## config.mk

```make
export PLATFORM = sky130hd
export DESIGN_NAME = addsub_serial
export DESIGN_NICKNAME = d
export VERILOG_FILES = /design/src/rtl/addsub_serial.sv
export SDC_FILE = /design/constraint.sdc
export NUM_CORES = 1
export LEC_CHECK = 0
export CAP_MARGIN = 15
export CORE_UTILIZATION = 30
export DETAILED_ROUTE_END_ITERATION = 6
export PLACE_DENSITY = 0.47
export SLEW_MARGIN = 20
export SYNTH_ARGS = -nofsm -noshare
export SYNTH_HDL_FRONTEND = slang
export SYNTH_SLANG_ARGS = --single-unit
```

## constraint.sdc

```tcl
create_clock -name clk -period 3.3 [get_ports clk]
set_clock_uncertainty 0.15 [all_clocks]
set_input_delay 0.66 -clock clk [delete_from_list [all_inputs] [get_ports clk]]
set_output_delay 0.66 -clock clk [all_outputs]
set_load 0.005 [all_outputs]
```

## src/rtl/addsub_serial.sv

```systemverilog
// Digit-serial two's-complement add/sub: DIGIT bits per cycle, LSB first; optional saturation via ADDSUB_SAT_EN.
// Latency: start in cycle T gives done in cycle T+NDIG+1; one operation per NDIG+2 cycles.
// Backpressure: none; start is only sampled in IDLE, and requests while busy or in DONE are dropped.
module addsub_serial #(
    parameter int WIDTH = 8,
    parameter int DIGIT = 2
) (
    input  logic             clk,
    input  logic             rst,
    input  logic             start,
    input  logic [WIDTH-1:0] a,
    input  logic [WIDTH-1:0] b,
    input  logic             sel,
    output logic             busy,
    output logic             done,
    output logic [WIDTH-1:0] r,
    output logic             cb,
    output logic             ovf
);
    localparam int NDIG = WIDTH / DIGIT;
    localparam int CW   = (NDIG > 1) ? $clog2(NDIG) : 1;

    if (WIDTH < 2 || DIGIT < 1 || DIGIT > WIDTH || (WIDTH % DIGIT) != 0) begin : g_param_chk
        $error("addsub_serial: illegal WIDTH/DIGIT combination");
    end

    typedef enum logic [1:0] {IDLE, RUN, DONE} state_t;

    state_t           state, state_nxt;
    logic [WIDTH-1:0] a_sh, b_sh, acc;
    logic             carry;
    logic [CW-1:0]    cnt;
    logic             a_msb, bm_msb;
    logic [DIGIT:0]   dsum;
    logic [WIDTH-1:0] sum_nxt;
    logic [WIDTH-1:0] r_nxt;
    logic             last;
    logic             ovf_nxt;

    // Sum bits enter at the top of acc, so after NDIG shifts the LSB digit sits at bit 0.
    always_comb begin
        dsum    = {1'b0, a_sh[DIGIT-1:0]} + {1'b0, b_sh[DIGIT-1:0]} + {{DIGIT{1'b0}}, carry};
        sum_nxt = (acc >> DIGIT) | (WIDTH'(dsum[DIGIT-1:0]) << (WIDTH - DIGIT));
        last    = (cnt == CW'(NDIG - 1));
        ovf_nxt = (a_msb == bm_msb) && (sum_nxt[WIDTH-1] != a_msb);
        r_nxt   = sum_nxt;
`ifdef ADDSUB_SAT_EN
        if (ovf_nxt) begin
            r_nxt = a_msb ? {1'b1, {(WIDTH-1){1'b0}}} : {1'b0, {(WIDTH-1){1'b1}}};
        end
`endif
    end

    always_comb begin
        state_nxt = state;
        case (state)
            IDLE:    if (start) state_nxt = RUN;
            RUN:     if (last)  state_nxt = DONE;
            DONE:    state_nxt = IDLE;
            default: state_nxt = IDLE;
        endcase
    end

    always_ff @(posedge clk) begin
        if (rst) state <= IDLE;
        else     state <= state_nxt;
    end

    always_ff @(posedge clk) begin
        if (rst) begin
            a_sh   <= '0;
            b_sh   <= '0;
            acc    <= '0;
            carry  <= 1'b0;
            cnt    <= '0;
            a_msb  <= 1'b0;
            bm_msb <= 1'b0;
            r      <= '0;
            cb     <= 1'b0;
            ovf    <= 1'b0;
        end else begin
            case (state)
                IDLE: if (start) begin
                    // Subtract is a + ~b + 1: invert b here and seed the carry with sel.
                    a_sh   <= a;
                    b_sh   <= b ^ {WIDTH{sel}};
                    carry  <= sel;
                    cnt    <= '0;
                    acc    <= '0;
                    a_msb  <= a[WIDTH-1];
                    bm_msb <= b[WIDTH-1] ^ sel;
                end
                RUN: begin
                    a_sh  <= a_sh >> DIGIT;
                    b_sh  <= b_sh >> DIGIT;
                    acc   <= sum_nxt;
                    carry <= dsum[DIGIT];
                    cnt   <= cnt + CW'(1);
                    if (last) begin
                        r   <= r_nxt;
                        cb  <= dsum[DIGIT];
                        ovf <= ovf_nxt;
                    end
                end
                default: ;
            endcase
        end
    end

    assign busy = (state != IDLE);
    assign done = (state == DONE);
endmodule

```

Yosys cells after proc, flatten, opt, wreduce, memory -nomap -nowiden. Index checks and enable logic that the tools add are counted.

Add/sub/neg operators: 3. Equality and inequality tests: 7. Multiplexer cells: 13. Bitwise logic cells: 3. Reduce and logical (&&, ||, !) cells: 8.

Operators by type and width (number): $pmux 8 s2 (3); $mux 8 (3); $or 6x8->8 (1); $pmux 2 s2 (2); $reduce_and 2->1 (4); $xor 8x8->8 (1); $mux 2 (3); $eq 2x2->1 const B (2); $ne 2x2->1 const B (2); $reduce_bool 2->1 (2); $add 2x2->3 (1); $add 3x1->3 (1); $add 2x1->2 const B (1); $eq 2x1->1 const B (1); $logic_not 2->1 (1); $pmux 1 s2 (1); $eq 1x1->1 (1); $logic_and 1x1->1 (1); $mux 1 (1); $ne 1x1->1 (1); $xor 1x1->1 (1).

Bits in registers: 41. Input bits: 20. Output and inout bits: 12. Logic and storage cells: 45.

Depth between registers and ports, before layout. Gate-level depths: netlist (run 1).

Depth after elaboration: 5. Depth in mapped cells: 7. Depth with buffers taken out: 7.

Least setup slack after synthesis (run 1). Ideal clock, no wire load.

Path kind: register -> register. From: reg a_sh[0]. To: reg ovf. Library setup time: 0.078 ns. Arrival time: 1.670 ns. Required time: 3.072 ns. Setup slack: 1.402 ns. Stages on the path, launching flop included: 8. Buffers on the path: 0. Clock period less this slack: 1.898 ns. Path through: dfxtp_1 > inv_1 > fa_1 > inv_1 > fa_1 > and3b_1 > a211oi_1 > nor3_1.

Cells in the longest elaborated chain, start to end: 5.

RTL lines: from (decl) (line 30) `logic [WIDTH-1:0] a_sh, b_sh, acc;`; from (signal assigned) (line 94) `a_sh <= a_sh >> DIGIT;`; $add 2x2->3 (line 42) `dsum = {1'b0, a_sh[DIGIT-1:0]} + {1'b0, b_sh[DIGIT-1:0]} + {{DIGIT{1'b0}}, carry};`; $add 3x1->3 (line 42); named net dsum[1] (line 34) `logic [DIGIT:0] dsum;`; $or 6x8->8 (line 43) `sum_nxt = (acc >> DIGIT) | (WIDTH'(dsum[DIGIT-1:0]) << (WIDTH - DIGIT));`; $ne 1x1->1 (line 45) `ovf_nxt = (a_msb == bm_msb) && (sum_nxt[WIDTH-1] != a_msb);`; $logic_and 1x1->1 (line 45); to (signal assigned) (line 102) `ovf <= ovf_nxt;`; to (decl) (line 18) `output logic ovf`.

The timed path passes the listed nets, and every way through them passes these cells. A chain may end at the register's enable or synchronous reset.

Worst setup path after layout (run 1).
From: reg state[0]. To: out busy.

Cells in the longest elaborated chain, start to end: 1.

RTL lines: from (decl) (line 29) `state_t state, state_nxt;`; from (signal assigned) (line 66) `else state <= state_nxt;`; $reduce_bool 2->1 (line 110) `assign busy = (state != IDLE);`; to (decl) (line 14) `output logic busy,`.

Every way passes these cells.

==> impl_metrics.yaml, run 1 <==
yosys:
  synth.distinct_cells: 28
  synth_top_flop_cell: "dfxtp_1"
  synth.area.top_cells: "dfxtp_1 48%, a21oi_1 6.4%, nand2_1 6.4%"
  synth_top_area_share_pct: 47.78
  synth_area_sq_um: 1634
  netlist_top_cells_count: "39 x dfxtp_1, 28 x nand2_1, 21 x a21oi_1"
  yosysTopAreaCell: "dfxtp_1"
  synth_fp_nets: 206
  synth_most_common_cell: "dfxtp_1"
  synth-edff-count: 0
  async_flop_share_pct: 0
  synth_cells: 183
  yosysSeqAreaShare_pct: 47.78
  syn_area_per_cell_sq_um: 8.929
  ys_warn_count: 0
  ys_seq_elements: 39
die:
  dieArea_sq_um: 5746
  core_area_sq_um: 5172
  rows: 26
  io_pins: 32
  die_h_um: 75.81
  start_util_pct: 31.59
  die_w_um: 75.81
global_route:
  grt_max_degree: 24
  grt_first_pass_wirelength_um: 5747
  gr-usage-all-layers_pct: 13.70
  grt_pass1_vias: 1239
  antenna_found_initial: 0
  gr-total-overflow: 0
power:
  switching_share_pct: 25.94
  p_sw_mw: 0.2474
  pwr-share-clk_pct: 33.1
  p_seq_share_pct: 53.8
  total_power_mw: 0.9540
  p_int_mw: 0.7065
  leakagePower_nw: 0.7335
  p_per_area_nw_per_um2: 461.3
  vdd_drop_max_v: 0.0001239
  power_frac_comb_pct: 13.1
critical_path:
  critPathMaxFanout: 16
  critPathRequiredTime_ns: 2.49
  start_kind: "register"
  ff2ff_setup_slack_ns: 1.19
  cp-end-kind: "output port"
  critical_path_class: "register to output port"
  crit_chain: "or2_2 > clkdlybuf4s50_1"
  slowest_delay_ns: 0.75
  crit_slowest_cell: "dfxtp_1"
  cp.arrival_ns: 1.75
routing:
  via_count: 1322
  viasPerCell: 4.688
  drtIter0Drc: 36
  drc: 0
  avgRoutedWirePerCell_um: 12.26
  first_pass_iters: 3
  ant_nets: 0
  drt-total-wl_um: 3456
clocking:
  cts_sinks: 39
  cts_buffers: 5
  cts.hold.buffers_added: 0
  clk_path_buf_depth: 2
  clock_latency_ns: 0.29
  postCtsSetupBuffers: 0
  postCtsResizedCells: 0
  cts.reportedPaths.clkPinSlew_ns: 0.07
  cts_max_level: 2
  cts_tree: "done"
  cts_root_buf: "clkbuf_8"
finish:
  nNetsFinal: 234
  num-fill-cells: 527
  diodes: 0
  final_cell_area_sq_um: 2068
  drive_above_1_share_pct: 5.189
  area_growth_syn_to_layout_pct: 26.57
  fin_util_pct: 39.99
timing:
  fin_setup_tns_ns: 0
  rsz0062_at_grt: "no"
  fin_crit_ns: 2.555
  fin_crit_sh_pct: 77.44
  maxSlewViolCount: 0
  fin_ws_ns: 0.7446
  worst_pin_slew_ns: 0.6641
  setup_violations: 0
  finalHoldViolations: 0
  slew_headroom_pct: 55.66
  fmax_mhz: 391.3
status:
  status: "finished, final reports clean"
place:
  post-place-ws_ns: 0.8348
  dpl_cell_area_sq_um: 1987
  place.gp.congestion: 0.7168
  portBuffers: 31
  post-dp-hpwl_um: 2434
min_path:
  holdCritPathClass: "register to register"
flow_run:
  cap_violations: 0
final timing paths:
check / start / end / depth (start not counted)
worst min register to register: r[4]$_SDFFE_PP0P_ / r[4]$_SDFFE_PP0P_ / 2
worst min-delay path: r[4]$_SDFFE_PP0P_ / r[4]$_SDFFE_PP0P_ / 2
worst max-delay path: state[0]$_SDFFE_PP0P_ / busy / 2
worst max register to register: state[0]$_SDFFE_PP0P_ / b_sh[0]$_SDFFE_PP0P_ / 3
layout by cell type (no fill, tap or decap), drive strengths merged, types with 2 or more instances in the layout:
| master | instances |
|---|---|
| nor3 | 7 |
| nand3 | 11 |
| xnor2 | 6 |
| inv | 4 |
| nand2b | 2 |
| buf | 2 |
| fa | 2 |
| nor2b | 2 |
| xor2 | 2 |
| nand2 | 28 |
| clkdlybuf4s50 | 31 |
| mux2i | 7 |
| a21oi | 21 |
| nor2 | 15 |
| clkbuf | 7 |
| dfxtp | 39 |
| a221o | 6 |
| a211oi | 9 |
| and3b | 2 |
cell families after synthesis:
group           share of synthesized area, %
mux                                    4.977
flops                                  47.78
xor+xnor                               4.288
fa+ha+maj                              3.216
simple gates                           19.83
buf+inv                                4.593
compound gates                         15.31
cell type report:
class | count | area [sq um] | area share [%]
Clock buffer | 7 | 76.32 | 3.690
Multi-Input combinational cell | 128 | 778.2 | 37.63
Sequential cell | 39 | 780.7 | 37.75
Tap cell | 70 | 87.58 | 4.235
Clock inverter | 1 | 5.005 | 0.2420
Inverter | 4 | 15.01 | 0.7260
Timing Repair Buffer | 33 | 325.3 | 15.73
critical path: cells and delay by family, from the launching register on:
kind	cells	cell delay (ns)
buffers and inverters	1	0.48
DFF	1	0.75
and+or+nand+nor	1	0.22
power by group through the flow:
stage,logic [mW],clock network (mW),registers (mW)
6_report,0.125,0.316,0.513
5_1_grt,0.139,0.350,0.518
4_1_cts,0.128,0.322,0.513
3_5_place_dp,0.127,0,0.525
3_3_place_gp,0.125,0,0.524
2_1_floorplan,0.0884,0,0.516
flip-flops by register name, summed over array words and instances (netlist names):
name and count:
carry 1, a_sh 8, bm_msb 1, cb 1
a_msb 1, state 2, cnt 2, b_sh 8
ovf 1, acc 6, r 8
layer usage:
metal / wire length (um) / GRT usage, %
met4: 97 / 7.819
met3: 151 / 3.968
met1: 1659 / 17.26
met2: 1547 / 20.85
met5: 0 / 0
through the flow:
step           instances  hold WS [ns]
2_1_floorplan        183        0.2821
4_1_cts              282        0.3072
3_5_place_dp         274        0.2966
6_report             282        0.3039
3_3_place_gp         274        0.2941
5_1_grt              282        0.3243
Note: power is estimated with default switching activity, not from simulation.
==> run 2: changes to the inputs <==
==> constraint.sdc (replaced) <==
create_clock -name clk -period 2.65 [get_ports clk]
set_clock_uncertainty 0.15 [all_clocks]
set_input_delay 0.53 -clock clk [delete_from_list [all_inputs] [get_ports clk]]
set_output_delay 0.53 -clock clk [all_outputs]
set_load 0.005 [all_outputs]
==> run 2 against run 1 <==
Net effect: highest routed layer unchanged; die area unchanged; non-clock buffer count is 2 higher; utilization grew 0.29 points; critical path depth unchanged; register-to-register slack worse by 0.56 ns; final cell count is 0.71% higher; setup slack got worse by 0.16 ns; sequential power grew 23%; critical path type unchanged; largest cell class unchanged; first-iteration DRC count rose by 42%; design area rose by 0.73%; sequential share of layout area decreased by 0.27 points; sequential cell count unchanged.
==> impl_metrics.yaml, run 2 (same netlist as run 1, synthesis figures left out) <==
timing:
  setup_violations: 0
  finalHoldViolations: 0
  maxSlewViolCount: 0
  rsz0062_at_grt: "no"
  fin_setup_tns_ns: 0
  slew_headroom_pct: 55.21
  fin_crit_sh_pct: 77.98
  fin_ws_ns: 0.5836
  fin_crit_ns: 2.066
  fmax_mhz: 483.9
  worst_pin_slew_ns: 0.6718
critical_path:
  cp-end-kind: "output port"
  cp.arrival_ns: 1.39
  critPathMaxFanout: 9
  critical_path_class: "register to output port"
  start_kind: "register"
  critPathRequiredTime_ns: 1.97
power:
  p_sw_mw: 0.2958
  total_power_mw: 1.179
  p_seq_share_pct: 53.7
  p_per_area_nw_per_um2: 565.8
  vdd_drop_max_v: 0.0001612
  p_int_mw: 0.8829
  pwr-share-clk_pct: 32.2
  switching_share_pct: 25.10
  power_frac_comb_pct: 14.1
  leakagePower_nw: 0.7436
routing:
  drt-total-wl_um: 3353
  avgRoutedWirePerCell_um: 11.81
  viasPerCell: 4.704
  ant_nets: 0
  drc: 0
  via_count: 1336
  first_pass_iters: 4
  drtIter0Drc: 51
finish:
  layout_commonest_cell: "dfxtp_1"
  fin_util_pct: 40.28
  diodes: 0
  most-common-layout-cells: "39 x dfxtp_1, 31 x clkdlybuf4s50_1, 28 x nand2_1"
  nNetsFinal: 236
  drive_above_1_share_pct: 6.075
  area_growth_syn_to_layout_pct: 27.49
  top_regs: "a_sh: 8 flops, b_sh: 8 flops, r: 8 flops"
flow_run:
  cap_violations: 0
place:
  place.gp.congestion: 0.7485
  portBuffers: 31
  post-place-ws_ns: 0.3399
  post-dp-hpwl_um: 2406
global_route:
  antenna_found_initial: 0
  grt_pass1_vias: 1300
  grt_max_degree: 21
  gr-total-overflow: 0
  gr-usage-all-layers_pct: 13.75
  grt_first_pass_wirelength_um: 5844
die:
  dieArea_sq_um: 5746
  core_area_sq_um: 5172
  die_h_um: 75.81
  rows: 26
  io_pins: 32
  start_util_pct: 31.59
  die_w_um: 75.81
clocking:
  postCtsSetupBuffers: 0
  cts.reportedPaths.clkPinSlew_ns: 0.07
  cts_buffers: 5
  cts.hold.buffers_added: 0
  clock_latency_ns: 0.28
  cts_root_buf: "clkbuf_8"
  cts_tree: "done"
  cts_sinks: 39
  postCtsResizedCells: 0
  clk_path_buf_depth: 2
  cts_max_level: 2
status:
  status: "finished, final reports clean"
min_path:
  holdCritPathClass: "register to register"
-- run 2: changes by cell type in the layout (fill, tap and decap cells not counted) --
cell and delta:
buf_4 +2
-- run 2: metrics by stage --
| step | instances | cell area, sq um | hold WS (ns) |
|---|---|---|---|
| floorplan | 183 | 1634 | 0.2821 |
| global placement | 276 | 2002 | 0.2958 |
| detailed placement | 276 | 2002 | 0.2953 |
| CTS | 284 | 2083 | 0.3057 |
| global route | 284 | 2083 | 0.3292 |
| finish | 284 | 2083 | 0.3037 |
-- run 2: path summary, 6_finish.rpt --
path                                       startpoint  slack (ns)           endpoint  cells past startpoint
worst max-delay path            state[1]$_SDFFE_PP0P_        0.58               done                      2
worst min-delay path                r[5]$_SDFFE_PP0P_        0.30  r[5]$_SDFFE_PP0P_                      2
worst max register to register   a_sh[0]$_SDFFE_PP0P_        0.63   ovf$_SDFFE_PP0P_                      7
worst min register to register      r[5]$_SDFFE_PP0P_        0.30  r[5]$_SDFFE_PP0P_                      2
-- run 2: cell type report --
type | instances | area [sq um]
fill | 517 | 3089
sequential | 39 | 780.7
multi-input combinational | 128 | 778.2
timing repair buffer | 35 | 340.3
tap | 70 | 87.58
clock buffer | 7 | 76.32
inverter | 4 | 15.01
clock inverter | 1 | 5.005
-- run 2: worst max-delay path, cell delays in order, from the launching register on --
cell and delay, ns:
dfxtp_1 0.44, nor2b_1 0.16, clkdlybuf4s50_1 0.50
-- run 2: layer usage --
layer  global-route usage [%]  part of all wire (%)
met4                    4.938                   1.5
met5                        0                     0
met1                    16.30                    47
met3                    5.026                   5.0
met2                    22.81                    46
-- run 2: power groups by stage --
stage	combinational, mW	clock (mW)	sequential (mW)
finish	0.166	0.380	0.633
global route	0.186	0.425	0.637
CTS	0.169	0.395	0.633
detailed placement	0.168	0	0.647
global placement	0.165	0	0.646
floorplan	0.110	0	0.643
==> run 3: changes to the inputs <==
--- a/config.mk
+++ b/config.mk
@@ -8,7 +8,7 @@
 export CAP_MARGIN = 15
 export CORE_UTILIZATION = 30
 export DETAILED_ROUTE_END_ITERATION = 6
-export PLACE_DENSITY = 0.47
+export PLACE_DENSITY = 0.49
 export SLEW_MARGIN = 20
 export SYNTH_ARGS = -nofsm -noshare
 export SYNTH_HDL_FRONTEND = slang
==> constraint.sdc (replaced) <==
create_clock -name clk -period 1.7 [get_ports clk]
set_clock_uncertainty 0.15 [all_clocks]
set_input_delay 0.34 -clock clk [delete_from_list [all_inputs] [get_ports clk]]
set_output_delay 0.34 -clock clk [all_outputs]
set_load 0.005 [all_outputs]
==> run 3 against run 2 <==
Net effect: the flow now finishes with violations (setup timing); sequential power is 56% higher; hold slack better by 0.00069 ns; first-iteration DRC count is 55% higher; clock-buffer cell count is 1 lower; clock power is 51% higher; wire length is 19% higher; via count is 7.9% higher; design area is 14% higher; largest cell class is now multi-input combinational cells; combinational power is 140% higher; setup slack worse by 0.84 ns.
==> impl_metrics.yaml, run 3 (same netlist as run 1, synthesis figures left out) <==
status:
  status: "finished with violations"
  violations: "setup timing"
critical_path:
  critPathRequiredTime_ns: 1.73
  cp.arrival_ns: 1.98
  slowest_delay_ns: 0.47
  cp-end-kind: "register"
  crit_slowest_cell: "fa_2"
  critPathMaxFanout: 4
  critical_path_class: "register to register"
  crit_chain: "inv_2 > fa_2 > inv_2 > fa_2 > buf_4 > a211oi_2 > nor3_1"
  start_kind: "register"
power:
  total_power_mw: 1.969
  p_int_mw: 1.468
  p_sw_mw: 0.5014
  power_frac_comb_pct: 20.6
  switching_share_pct: 25.47
  leakagePower_nw: 0.8886
  p_per_area_nw_per_um2: 829.6
  vdd_drop_max_v: 0.0002859
  pwr-share-clk_pct: 29.2
  p_seq_share_pct: 50.2
timing:
  maxSlewViolCount: 0
  rsz0062_at_grt: "yes"
  fin_setup_tns_ns: -0.6832
  fmax_mhz: 512.4
  fin_crit_ns: 1.952
  slew_headroom_pct: 72.65
  setup_violations: 3
  fin_ws_ns: -0.2516
  worst_pin_slew_ns: 0.4087
  timing.hold.ws_ns: 0.3044
  finalHoldViolations: 0
  fin_crit_sh_pct: 114.8
routing:
  drtIter0Drc: 79
  ant_nets: 0
  viasPerCell: 4.728
  via_count: 1442
  avgRoutedWirePerCell_um: 13.11
  drc: 0
  first_pass_iters: 5
  drt-total-wl_um: 3998
die:
  die_h_um: 75.81
  dieArea_sq_um: 5746
  rows: 26
  start_util_pct: 31.59
  core_area_sq_um: 5172
  die_w_um: 75.81
  io_pins: 32
clocking:
  clk_path_buf_depth: 2
  cts_max_level: 2
  cts_buffers: 5
  cts.reportedPaths.clkPinSlew_ns: 0.07
  cts_root_buf: "clkbuf_8"
  cts_tree: "done"
  cts_sinks: 39
  clock_latency_ns: 0.29
  cts.hold.buffers_added: 0
finish:
  area_growth_syn_to_layout_pct: 45.25
  top_regs: "a_sh: 8 flops, b_sh: 8 flops, r: 8 flops"
  most-common-layout-cells: "37 x dfxtp_1, 29 x clkdlybuf4s50_1, 28 x nand2_1"
  drive_above_1_share_pct: 21.28
  num-fill-cells: 508
  layout_commonest_cell: "dfxtp_1"
  diodes: 0
  fin_util_pct: 45.89
  nNetsFinal: 259
  layout.cells.non_filler: 305
global_route:
  grt_max_degree: 21
  antenna_found_initial: 0
  grt_first_pass_wirelength_um: 6389
  grt_pass1_vias: 1383
  gr-total-overflow: 0
  gr-usage-all-layers_pct: 15.14
min_path:
  holdCritPathClass: "register to register"
place:
  place_inst: 293
  portBuffers: 31
  place.gp.congestion: 0.7871
  post-dp-hpwl_um: 2763
flow_run:
  cap_violations: 0
## run 3: layer usage
metal  vias up  global-route usage (%)  wire length, um
li1        736                       -                -
met1       674                   18.09             1831
met2        26                   25.47             1933
met3         6                   3.968              151
met4         0                   6.790               82
met5         -                       0                0
## run 3: through the flow
step	setup WS, ns	area, sq um
6_report	-0.2516	2374
5_1_grt	-0.3377	2374
4_1_cts	-0.2590	2238
3_5_place_dp	-0.2738	2146
3_3_place_gp	-0.2284	2146
2_1_floorplan	-0.1139	1638
## run 3: critical path: cells and delay by family (launching register included)
kind / cells / cell delay [ns]
adders and majority gates: 2 / 0.84
DFF: 1 / 0.33
buffers and inverters: 3 / 0.27
AOI/OAI and AO/OA: 1 / 0.17
and+or+nand+nor: 1 / 0.07
## run 3: final timing paths
| path | startpoint | end | slack (ns) | depth (start not counted) |
|---|---|---|---|---|
| worst min register to register | r[7]$_SDFFE_PP0P_ | r[7]$_SDFFE_PP0P_ | 0.30 | 2 |
| worst min-delay path | r[7]$_SDFFE_PP0P_ | r[7]$_SDFFE_PP0P_ | 0.30 | 2 |
| worst max-delay path | a_sh[0]$_SDFFE_PP0P_ | ovf$_SDFFE_PP0P_ | -0.25 | 7 |
| worst max register to register | a_sh[0]$_SDFFE_PP0P_ | ovf$_SDFFE_PP0P_ | -0.25 | 7 |
## run 3: cell type report
type | instances | area [sq um] | share of cell area, %
Clock buffer | 6 | 72.57 | 3.057
Sequential cell | 39 | 785.8 | 33.10
Tap cell | 70 | 87.58 | 3.690
Timing Repair Buffer | 58 | 583.1 | 24.57
Inverter | 4 | 15.01 | 0.6326
Multi-Input combinational cell | 128 | 829.5 | 34.95
## run 3: what timing repair did
item                       CTS  global route
buffers inserted             1             3
setup endpoints to repair    5            10
gates cloned                 0             2
hold endpoints to repair     0             0
pin swaps                    1             2
gates resized for setup      7            15
## run 3: power by group through the flow
stage	Sequential, mW	Clock (mW)	Combinational, mW
2_1_floorplan	1.00	0	0.174
3_5_place_dp	1.01	0	0.320
4_1_cts	0.989	0.592	0.332
3_3_place_gp	1.01	0	0.316
6_report	0.989	0.574	0.405
5_1_grt	0.994	0.629	0.444
==> patch 1 (flow settings as in run 3) <==
Re-encode `state_t` (3 states) as one-hot, 3 bits wide.
--- a/src/rtl/addsub_serial.sv
+++ b/src/rtl/addsub_serial.sv
@@ -26,3 +26,3 @@
 
-    typedef enum logic [1:0] {IDLE, RUN, DONE} state_t;
+    typedef enum logic [2:0] {IDLE = 3'b001, RUN = 3'b010, DONE = 3'b100} state_t;
 
Function: no difference found for any inputs over 10 cycles, from zero or initial values and one cycle with rst high; not proved beyond that.
==> patch 1 against run 3 <==
- the run still ends with setup timing left
- hold slack worse by 0.00080 ns
- final area up 0.63%
- sequential cell count up 1
- routed wire length down 1.6%
- power down 4.8%
- critical path depth down 1
- count of clock-buffer cells in the layout down 1
- final cell count up 3.3%
- setup slack better by 0.15 ns
- area after synthesis up 9.6%
- sequential share of layout area up 0.79 points
- critical path type unchanged
- largest cell class unchanged
==> patch 1: results (changes against run 3) <==
| Metric | Value |
|---|---|
| Status | complete, but fails checks |
| Failing checks | setup timing |
| Post-synth cell types | 34 (+21%) |
| Hpwl dp | 2.74 mm (-0.73%) |
| First-pass GRT wire length | 6.89 mm (+7.8%) |
| Placed cell area | 0.00228 mm2 (+6.4%) |
| Worst skew pair latency | 0.28 ns |
| Layout cells sized above 1 | 0.169 (-0.0440) |
| Clock Tree Buf Depth | 2 (unchanged) |
| CTS buffer count | 5 (unchanged) |
| Initial DRC Count | 51 (-35%) |
| Registers with the most flip-flops | a_sh: 8 flops, b_sh: 8 flops, r: 8 flops |
| Port buffer count | 31 (unchanged) |
| FFs w/ async S/R, synth | 0 (unchanged) |
| Wire length per cell | 12.5 um (-4.7%) |
| Synth Flop Type | dfxtp_1 |
| Clock root buffer | clkbuf_8 |
| Critical Path AT | 1.82 ns (-0.16 ns) |
| Yosys warnings | 0 (unchanged) |
| Register area share after synthesis | 0.447 (-0.0306) |
| Global router's overall resource usage | 0.141 (-0.0107) |
| Worst Hold Class | register to register |
| Endpoints failing setup | 1 (-2) |
| Post-route setup TNS | -0.101 ns (+0.582 ns) |
| Clock slew at reported path FFs | 0.07 ns (about the same) |
| Final worst slack | -0.101 ns (+0.150 ns) |
| Vias | 1,501 (+4.1%) |
| Rel. slew slack | 0.812 (+0.0850) |
| Post-synth net total | 224 (+8.7%) |
| Peak supply drop | 0.345 mV (+21%) |
| Antenna diodes | 0 (unchanged) |
| Crit Path Max Fanout | 4 (unchanged) |
| Number of nets in the layout | 268 (+3.5%) |
| CTS H-tree depth | 2 (unchanged) |
| Leakage | 0.853 nW (-4.0%) |
| Area contributors post-synth | dfxtp_1 (45%), a21oi_1 (6.4%), nand2_1 (5.5%) |
| Routability cong. | 0.695 (-12%) |
| Drt pass-1 iters | 4 (-1) |
| Largest net degree at the start of global routing | 41 (+95%) |
| P_int | 1.42 mW (-3.5%) |
| Synth cell count leaders | dfxtp_1 (40), nand2_1 (26), a21oi_1 (23) |
| Initial antenna violation count | 0 (unchanged) |
patch 1: cell types whose count changed in the layout (fill, tap and decap cells not counted), sizes merged, moves of 4 or more:
cell     before  now
a221o         6    0
a22oi         0    6
mux2i         7    1
nand4bb       0    7
nor2         15   10
nor3          7   11
o21ai         0    5
xnor2         6    1
xor2          2    7
patch 1: final timing paths:
kind                                           to  cells after the start                  from  slack (ns)
worst max-delay path             ovf$_SDFFE_PP0P_                      6  a_sh[0]$_SDFFE_PP0P_       -0.10
worst min-delay path            r[1]$_SDFFE_PP0P_                      2   acc[3]$_SDFFE_PP0P_        0.30
worst max register to register   ovf$_SDFFE_PP0P_                      6  a_sh[0]$_SDFFE_PP0P_       -0.10
worst min register to register  r[1]$_SDFFE_PP0P_                      2   acc[3]$_SDFFE_PP0P_        0.30
patch 1: power groups by stage:
| stage | sequential [mW] | clock, mW | combinational (mW) |
|---|---|---|---|
| final | 1.01 | 0.552 | 0.312 |
| after global placement | 1.04 | 0 | 0.305 |
| after CTS | 1.01 | 0.584 | 0.313 |
| after floorplan | 1.03 | 0 | 0.191 |
| after global routing | 1.02 | 0.633 | 0.348 |
| after detailed placement | 1.04 | 0 | 0.305 |
patch 1: logic make-up (layout without fill, tap and decap cells):
group	count (synthesis)	after routing	synth area share
adders and majority gates	3	3	0.0293
buffers and inverters	22	64	0.0692
AOI/OAI and AO/OA	49	49	0.173
DFF	40	40	0.447
xor gates and xnor gates	8	8	0.0391
and+or+nand+nor	78	78	0.237
muxes	1	1	0.00559
patch 1: metal layers:
layer  track usage  share of wire  up-vias
met5             0              0        -
met4        0.0600          0.012        0
met3        0.0276          0.028        2
met2         0.238           0.47       21
met1         0.173           0.49      687
li1              -              -      791
patch 1: final cells by class:
| type | count | area [um2] |
|---|---|---|
| clock buffers | 5 | 68.8 |
| repair buffers | 54 | 518 |
| inverters | 5 | 18.8 |
| flip-flops and latches | 40 | 810 |
| fillers | 569 | 3250 |
| well taps | 72 | 90.1 |
| multi-input cells | 139 | 883 |
patch 1: metrics by stage:
step / setup WS (ns) / utilization / instances
4_1_cts: -0.129 / 0.422 / 315
6_report: -0.101 / 0.423 / 315
2_1_floorplan: -0.138 / - / 201
5_1_grt: -0.167 / 0.423 / 315
3_5_place_dp: -0.212 / 0.405 / 307
3_3_place_gp: -0.166 / 0.405 / 307
patch 1: repair_timing:
action | CTS | global route
resized for setup | 7 | 3
pin swaps | 3 | 0
setup buffers | 3 | 0
gates cloned | 0 | 0
setup endpoints to repair | 3 | 15
patch 1: critical path, cell delays in order (launching register included):
cell and delay (ns):
dfxtp_2 0.34, inv_2 0.04, fa_2 0.37, inv_2 0.06
fa_2 0.46, a221oi_2 0.22, nor3_1 0.06
==> patch 2 (settings of run 3) <==
Made on the original files. Build with the macro `ADDSUB_SAT_EN` defined.
--- a/src/rtl/addsub_serial.sv
+++ b/src/rtl/addsub_serial.sv
@@ -3,2 +3,4 @@
 // Backpressure: none; start is only sampled in IDLE, and requests while busy or in DONE are dropped.
+`define ADDSUB_SAT_EN
+
 module addsub_serial #(
Behaviour: not the same (a bounded check fails within 10 cycles, from zero or initial values and one cycle with rst high).
==> patch 2 against run 3 <==
- the flow still finishes with violations (setup timing)
- setup slack got worse by 0.18 ns
- synthesized cell count rose by 12%
- power rose by 5.9%
- largest power group unchanged
- final area rose by 2.0%
- area after synthesis rose by 8.7%
- routed wire length rose by 7.3%
- non-clock buffer count fell by 4
- fmax fell by 8.6%
- sequential cell count did not move
- via count rose by 8.8%
- sequential power rose by 0.7%
==> patch 2: results (changes against run 3) <==
| Metric | Value |
|---|---|
| Placed cell area | 0.00226 mm2 (+5.3%) |
| Cell area after layout | 0.00242 mm2 (+2.0%) |
| Placed cells | 308 (+5.1%) |
| M1 WL | 2.17 mm (+18%) |
| Drt pass-1 iters | 4 (-1) |
| Fin Hold WS | 0.313 ns (+0.00868 ns) |
| Post-synthesis compound-gate area fraction | 0.223 (+0.0703) |
| Vias | 1,569 (+8.8%) |
| Global router's overall resource usage | 0.150 (-0.00152) |
| Failing checks | setup timing |
| Status | complete, but fails checks |
| Number of nets in the layout | 272 (+5.0%) |
| Largest net degree at the start of global routing | 22 (+4.8%) |
| Post-synthesis cell count | 205 (+12%) |
| WL final | 4.29 mm (+7.3%) |
| Sequential share of power | 0.478 (-0.024) |
| Psw | 0.547 mW (+9.0%) |
| Metal2 WL | 1.91 mm (-1.0%) |
| Area contributors post-synth | dfxtp_1 (44%), nand2_1 (8.0%), a21oi_1 (4.2%) |
| Fillers | 607 (+19%) |
| Critical Path AT | 2.21 ns (+0.23 ns) |
| Synth cell count leaders | dfxtp_1 (39), nand2_1 (38), a21oi_1 (15) |
| Endpoints failing setup | 10 (+7) |
| Post-synthesis mux area share | 0.00564 (-0.0441) |
| Hpwl dp | 3.00 mm (+8.7%) |
| Met3 wire length | 125 um (-17%) |
| Register area share after synthesis | 0.440 (-0.0380) |
| Commonest non-fill, non-tap cell in the layout | nand2_1 |
| Routability cong. | 0.767 (-2.6%) |
| Post-route setup TNS | -3.87 ns (-3.19 ns) |
| Final worst slack | -0.436 ns (-0.185 ns) |
| Slew of the pin with the lowest slew margin | 0.411 ns (+0.00185 ns) |
| Post-Synth Adder-Cell Area | 0.0296 (-0.00256) |
| Peak supply drop | 0.329 mV (+15%) |
| Wire length per cell | 13.3 um (+1.7%) |
| Crit Path Max Fanout | 3 (-1) |
| Initial DRC Count | 100 (+27%) |
| Clock power frac | 0.332 (+0.040) |
| Post-synth cell types | 35 (+25%) |
| Leakage | 0.893 nW (+0.50%) |
[patch 2: cell count changes after synthesis, sizes merged, moves of 7 or more]
| cell | before | now |
|---|---|---|
| buf | 7 | 14 |
| a311oi | 0 | 8 |
| a31oi | 0 | 7 |
| nand2 | 28 | 38 |
| o211ai | 0 | 7 |
| a22oi | 0 | 7 |
| a211oi | 9 | 0 |
| nor3 | 7 | 0 |
[patch 2: routing by layer]
metal,global-route usage,vias up
met5,0,-
met4,0.0709,0
met3,0.0241,7
met2,0.230,30
met1,0.205,724
li1,-,808
[patch 2: area by class of cell]
class / count / area share
multi-input cells: 139 / 0.365
flip-flops and latches: 39 / 0.325
repair buffers: 54 / 0.216
clock buffers: 8 / 0.0413
well taps: 72 / 0.0372
inverters: 10 / 0.0155
[patch 2: worst min-delay path by stage]
stage / to / depth (start not counted) / startpoint
3_3_place_gp: cb$_SDFFE_PP0P_ / 2 / cb$_SDFFE_PP0P_
2_1_floorplan: a_sh[7]$_SDFFE_PP0P_ / 2 / a_sh[7]$_SDFFE_PP0P_
5_1_grt: b_sh[6]$_SDFFE_PP0P_ / 2 / b_sh[6]$_SDFFE_PP0P_
3_5_place_dp: ovf$_SDFFE_PP0P_ / 2 / ovf$_SDFFE_PP0P_
6_report: cb$_SDFFE_PP0P_ / 2 / cb$_SDFFE_PP0P_
4_1_cts: ovf$_SDFFE_PP0P_ / 2 / ovf$_SDFFE_PP0P_
[patch 2: what timing repair did]
item,4_1_cts,5_1_grt
setup endpoints to repair,12,11
endpoints found under the hold margin,0,0
buffers inserted,3,3
gates resized for setup,9,2
pin swaps,18,6
cloned,0,0
[patch 2: critical path, delay by kind of cell (launching register included)]
kind	cells	cell delay [ns]
compound gates	2	0.28
fa+ha+maj	2	0.84
simple gates	1	0.37
buf+inv	2	0.10
flops	1	0.34
